### src/rtl/decoder_38.sv
// decoder_38: registered 1-to-8 data demultiplexer steering data_in to the port chosen by sel
module decoder_38 #(
  parameter int DATA_W = 4
) (
  input  logic              clk,
  input  logic              rst_n,
  input  logic [2:0]        sel,
  input  logic [DATA_W-1:0] data_in,
  input  logic              en,
  output logic [DATA_W-1:0] data_out_0,
  output logic [DATA_W-1:0] data_out_1,
  output logic [DATA_W-1:0] data_out_2,
  output logic [DATA_W-1:0] data_out_3,
  output logic [DATA_W-1:0] data_out_4,
  output logic [DATA_W-1:0] data_out_5,
  output logic [DATA_W-1:0] data_out_6,
  output logic [DATA_W-1:0] data_out_7
);
  logic [7:0][DATA_W-1:0] data_q, data_d;
  // route data to the selected slot only; every other slot is forced to zero
  always_comb begin
    data_d = '0;
    if (en) data_d[sel] = data_in;
  end
  // register the steered data; async clear of all outputs
  always_ff @(posedge clk or negedge rst_n) begin
    if (!rst_n) data_q <= '0;
    else data_q <= data_d;
  end
  assign data_out_0 = data_q[0];
  assign data_out_1 = data_q[1];
  assign data_out_2 = data_q[2];
  assign data_out_3 = data_q[3];
  assign data_out_4 = data_q[4];
  assign data_out_5 = data_q[5];
  assign data_out_6 = data_q[6];
  assign data_out_7 = data_q[7];
endmodule

### config.mk
export PLATFORM = sky130hd
export DESIGN_NAME = decoder_38
export DESIGN_NICKNAME = d
export VERILOG_FILES = /design/src/rtl/decoder_38.sv
export SDC_FILE = /design/constraint.sdc
export NUM_CORES = 1
export LEC_CHECK = 0
export CORE_ASPECT_RATIO = 1.75
export CORE_MARGIN = 4
export CORE_UTILIZATION = 37
export DETAILED_ROUTE_END_ITERATION = 8
export PLACE_DENSITY = 0.73
export SYNTH_ARGS = -nofsm -noshare
export SYNTH_HDL_FRONTEND = slang
export SYNTH_SLANG_ARGS = --single-unit
### constraint.sdc
create_clock -name clk -period 0.8 [get_ports clk]
set_input_delay 0.16 -clock clk [delete_from_list [all_inputs] [get_ports clk]]
set_output_delay 0.16 -clock clk [all_outputs]
set_load 0.02 [all_outputs]
==> run_results.csv, run 1 <==
group,metric,value,unit
status,status,"complete, but fails checks",
status,violations,"negative setup slack",
final_layout,insertedDiodeCount,0,
sta,hold_slack,0.232,ns
floorplan,start_util,0.387,
sta,fin_ws,-0.166,ns
drt,routedWlPerCell,14.4,um
worst_setup_path,critical_path.max_fanout,1,
logic_synthesis,synth_largest_area_cell,"dfrtp_1",
global_routing,grt_pass1_wl,3660,um
drt,vias,727,
job,drv_cap,0,
pwr,internal-power,2.47,mW
global_routing,grt_usage,0.143,
pwr,p_seq_frac,0.523,
min_path,hp-class,"input pin to asynchronous set/reset pin",
place,hpwlAfterDp,1690,um
worst_setup_path,worstSetupStartpointType,"flop",
worst_setup_path,end_kind,"output port",
logic_synthesis,synth_seq_area_share,0.770,
final_layout,drive_gt1_frac,0.431,
clock_tree,cts_buffers,5,
place,port_buffers,41,
place,gp_congestion,0.669,
worst_setup_path,slowest_delay,0.39,ns
final_layout,final_cell_mix,"dfrtp_1, buf_6, nor2_1",
logic_synthesis,syn_area,1040,um^2
sta,max_clock_freq,1040,MHz
drt,postRouteAntennaNets,0,
pwr,switching_share,0.221,
worst_setup_path,path_class,"flop to output port",
sta,setup_viol,32,
worst_setup_path,arrival,0.81,ns
drt,dr.pass1.iters,4,
global_routing,antenna_found_initial,0,
clock_tree,cts_setup_buffers,0,
drt,drcViolationCount,0,
worst_setup_path,path_cells,"buf_6",
sta,max_slew.worst_pin.slew,0.326,ns
sta,rsz0062_at_grt,"yes",
global_routing,grt_max_degree,33,
clock_tree,cts_sinks,32,
clock_tree,hold_buffers,0,
logic_synthesis,synth_area_leaders,"dfrtp_1, nor2_1, nor2_2",
floorplan,die_x,48.1,um
global_routing,first_global_vias,765,
logic_synthesis,syn_nets,90,
clock_tree,cts_root_buf,"clkbuf_8",
clock_tree,clk_pin_slew_worst_paths,0.06,ns
floorplan,ioPinCount,42,
worst_setup_path,worstPathRequired,0.64,ns
floorplan,core,2690,um^2
final_layout,final_util,0.616,
floorplan,die_area,3760,um^2
pwr,p_clk_frac,0.388,
floorplan,die_h,78.1,um
logic_synthesis,syn_inst,80,
clock_tree,ctsLongestPathBuffers,2,
global_routing,grt.overflow.total,0,
clock_tree,cts_tree,"yes",
logic_synthesis,yosys_warnings,0,
drt,drt_iter0_drc,17,
floorplan,rows,25,
logic_synthesis,ys_seq_elements,32,
worst_setup_path,cpMaxStageDelayCell,"dfrtp_1",
logic_synthesis,synth_top_area_frac,0.770,
pwr,total_leakage_power,0.834,nW
logic_synthesis,syn_area_per_cell,13.0,um^2
final_layout,fin_nets,139,
sta,period_needed,0.966,ns
worst_setup_path,worst-path-buf-inv,1,
sta,slew_viol_final,0,
sta,hold_viol,0,
drt,wl,2260,um
clock_tree,htreeDepth,2,
pwr,ir_worst_vdd,1.16,mV
sta,period_share,1.21,
pwr,p_comb_frac,0.089,
final_layout,syn2layout_area_growth,59.4,%
sta,maxSlewHeadroom,0.782,
drt,avgViaCountPerCell,4.63,
worst_setup_path,critPathTopFamily,"flip-flops",
pwr,switchingPower,701,uW
logic_synthesis,synth_cell_type_count,10,
pwr,p_per_area,1910,nW/um^2
-- repair_timing --
action	in CTS	in global routing
setup endpoints to repair	64	38
cloned	0	0
gates resized for setup	198	5
pin swaps	2	2
-- per-stage QoR --
stage | setup TNS, ns | std cells | total power, mW | instance area (um^2) | setup slack, ns
CTS | -4.99 | 157 | 3.22 | 1640 | -0.176
detailed placement | -21.75 | 149 | 1.96 | 1510 | -0.452
global placement | -20.47 | 149 | 1.95 | 1510 | -0.403
finish | -4.55 | 157 | 3.17 | 1660 | -0.166
global route | -5.49 | 157 | 3.30 | 1660 | -0.197
floorplan | 0 | 80 | 1.79 | 1040 | 0.150
-- final cells by class --
type / count / area [um^2]
fillers: 210 / 1030
flip-flops and latches: 32 / 801
multi-input cells: 44 / 233
well taps: 27 / 33.8
repair buffers: 46 / 500
clock buffers: 8 / 90.1
-- power groups by stage --
stage / Combinational, mW / Clock (mW) / Sequential (mW)
after floorplan: 0.0748 / 0 / 1.72
after global placement: 0.274 / 0 / 1.68
after detailed placement: 0.281 / 0 / 1.68
after CTS: 0.284 / 1.28 / 1.66
after global routing: 0.307 / 1.34 / 1.66
final: 0.282 / 1.23 / 1.66
-- sequential cells by signal, summed over array words and instances, names as in the netlist --
name,cells
data_out_0,4
data_out_1,4
data_out_2,4
data_out_3,4
data_out_4,4
data_out_5,4
data_out_6,4
data_out_7,4
-- layer usage --
layer / routed length, um / track usage / part of all wire
met4: 44 / 0.0647 / 0.020
met2: 1280 / 0.223 / 0.57
met5: 0 / 0 / 0
met3: 183 / 0.0642 / 0.081
met1: 744 / 0.159 / 0.33
-- worst max path at each step --
stage | slack (ns) | to | depth (start not counted) | from
global route | -0.20 | data_out_0[1] | 1 | data_out_0[1]
CTS | -0.18 | data_out_1[2] | 1 | data_out_1[2]
floorplan | 0.15 | data_out_0[0] | 3 | sel[2]
finish | -0.17 | data_out_0[1] | 1 | data_out_0[1]
global placement | -0.40 | data_out_1[0] | 3 | sel[2]
detailed placement | -0.45 | data_out_1[3] | 3 | sel[1]
-- cells in the mapped netlist --
library cell	count
dfrtp_1	32
nor2_1	24
nor2_2	8
nand3_1	4
nand3b_1	4
buf_2	3
nand2b_1	2
buf_6	1
nand2_1	1
or2_1	1
-- logic make-up after synthesis --
family	Yosys count	synth area share
flops	32	0.770
simple gates	44	0.205
buf+inv	4	0.0253
Power figures use the tool's default switching activity.
==> inputs of run 2 (changes only) <==
--- a/config.mk
+++ b/config.mk
@@ -10,6 +10,8 @@
 export CORE_UTILIZATION = 37
 export DETAILED_ROUTE_END_ITERATION = 8
 export PLACE_DENSITY = 0.73
+export REMOVE_ABC_BUFFERS = 1
+export SLEW_MARGIN = 20
 export SYNTH_ARGS = -nofsm -noshare
 export SYNTH_HDL_FRONTEND = slang
 export SYNTH_SLANG_ARGS = --single-unit
==> run 2 against run 1 <==
Non-clock buffer count unchanged. Utilization is 0.33 points higher. Hold slack got worse by 0.0046 ns. Critical path type unchanged. Flip-flop and latch count unchanged. Largest power group unchanged. Count of clock-buffer cells in the layout is 1 lower. The run still ends with negative setup slack left. Global-route usage shrank 0.65 points. Maximum frequency is 2.1% higher. Highest routed layer unchanged. Worst setup slack better by 0.020 ns. Sequential share of layout area down 0.25 points.
==> run_results.csv, run 2 (synthesized netlist as in run 1, its figures left out) <==
group,metric,value,unit
status,status,"complete, but fails checks",
status,violations,"negative setup slack",
clock_tree,ctsLongestPathBuffers,2,
global_routing,use_met1,0.155,
worst_setup_path,end_kind,"output port",
final_layout,final_cell_mix,"dfrtp_1, buf_6, nor2_1",
global_routing,grt.overflow.total,0,
worst_setup_path,critPathTopFamily,"flip-flops",
drt,avgViaCountPerCell,4.72,
global_routing,first_global_vias,770,
sta,finalSetupTns,-4.25,ns
floorplan,die_x,48.1,um
sta,max_slew.worst_pin.slew,0.417,ns
worst_setup_path,worstPathRequired,0.64,ns
clock_tree,cts_sinks,32,
floorplan,ioPinCount,42,
sta,period_needed,0.946,ns
global_routing,grt_usage,0.136,
worst_setup_path,slowest_delay,0.38,ns
worst_setup_path,path_class,"flop to output port",
place,port_buffers,41,
min_path,min_from,"data_in[2]",
drt,vias,736,
final_layout,fin_nets,139,
sta,slew_viol_final,0,
clock_tree,cts_tree,"yes",
place,gp_congestion,0.682,
clock_tree,clk_pin_slew_worst_paths,0.06,ns
pwr,ir_worst_vdd,1.22,mV
sta,period_share,1.18,
pwr,power,3.20,mW
sta,setup_viol,32,
drt,drt_iter0_drc,5,
final_layout,syn2layout_area_growth,60.3,%
sta,rsz0062_at_grt,"yes",
floorplan,die_area,3760,um^2
place,hpwlAfterDp,1620,um
clock_tree,cts_root_buf,"clkbuf_8",
worst_setup_path,worst-path-buf-inv,1,
worst_setup_path,crit_end,"data_out_5[2]",
sta,max_clock_freq,1060,MHz
worst_setup_path,arrival,0.79,ns
clock_tree,hold_buffers,0,
floorplan,start_util,0.387,
final_layout,final_cells,156,
final_layout,insertedDiodeCount,0,
global_routing,busiest_layer,"met2",
place,placed_area,1510,um^2
sta,maxSlewHeadroom,0.722,
sta,hold_viol,0,
sta,fin_ws,-0.146,ns
min_path,hp-class,"input pin to flop",
global_routing,antenna_found_initial,0,
floorplan,die_h,78.1,um
global_routing,grt_pass1_wl,3550,um
final_layout,fillers,224,
worst_setup_path,crit_cells,1,
clock_tree,cts_buffers,5,
floorplan,rows,25,
pwr,total_leakage_power,0.852,nW
final_layout,drive_gt1_frac,0.434,
worst_setup_path,cp-startpoint,"data_out_5[2]",
global_routing,grt_max_degree,33,
sta,hold_slack,0.228,ns
place,dp.cells,149,
global_routing,grtUsageMet3,0.0321,
drt,dr.pass1.iters,4,
worst_setup_path,path_cells,"buf_6",
clock_tree,htreeDepth,2,
job,drv_cap,0,
drt,drcViolationCount,0,
drt,wl,2090,um
worst_setup_path,critical_path.max_fanout,1,
worst_setup_path,worstSetupStartpointType,"flop",
floorplan,core,2690,um^2
clock_tree,cts_setup_buffers,0,
global_routing,use_met2,0.214,
pwr,p_per_area,1920,nW/um^2
worst_setup_path,cpMaxStageDelayCell,"dfrtp_1",
drt,routedWlPerCell,13.4,um
drt,postRouteAntennaNets,0,
final_layout,fin_area,1670,um^2
run 2: repair_timing:
action	CTS	global route
pin swaps	0	4
resized for setup	198	5
setup endpoints to repair	64	45
run 2: power breakdown:
group / leakage, nW / internal [mW] / switching (mW)
registers: 0.443 / 1.65 / 0.0120
clock network: 0.0503 / 0.764 / 0.499
logic: 0.358 / 0.123 / 0.156
total: 0.852 / 2.53 / 0.666
run 2: cell type report:
| class | count | area [um^2] | share of cell area |
|---|---|---|---|
| Clock buffer | 7 | 96.3 | 0.0578 |
| Multi-Input combinational cell | 44 | 233 | 0.140 |
| Sequential cell | 32 | 801 | 0.480 |
| Tap cell | 27 | 33.8 | 0.0203 |
| Timing Repair Buffer | 46 | 503 | 0.302 |
run 2: worst min path at each step:
stage	end	slack, ns	cells after the start
final	data_out_1[2]	0.23	3
after detailed placement	data_out_6[3]	0.56	2
after global routing	data_out_1[2]	0.24	3
after CTS	data_out_6[3]	0.26	2
after global placement	data_out_6[3]	0.54	2
after floorplan	data_out_0[0]	-0.14	0
run 2: metal layers:
metal	wire length, um	part of all wire
met5	0	0
met4	62	0.030
met3	160	0.077
met2	1180	0.57
met1	684	0.33
run 2: stage by stage:
step / utilization / setup slack, ns
after floorplan: - / 0.117
after CTS: 0.614 / -0.164
after global routing: 0.620 / -0.194
final: 0.620 / -0.146
after global placement: 0.560 / -0.415
after detailed placement: 0.560 / -0.436
==> inputs of run 3 (changes only) <==
--- a/config.mk
+++ b/config.mk
@@ -8,6 +8,7 @@
 export CORE_ASPECT_RATIO = 1.75
 export CORE_MARGIN = 4
 export CORE_UTILIZATION = 37
+export CTS_CLUSTER_DIAMETER = 120
 export DETAILED_ROUTE_END_ITERATION = 8
 export PLACE_DENSITY = 0.73
 export REMOVE_ABC_BUFFERS = 1
==> results of run 3 <==
Final layout, timing and power as in run 2 (identical DEF).
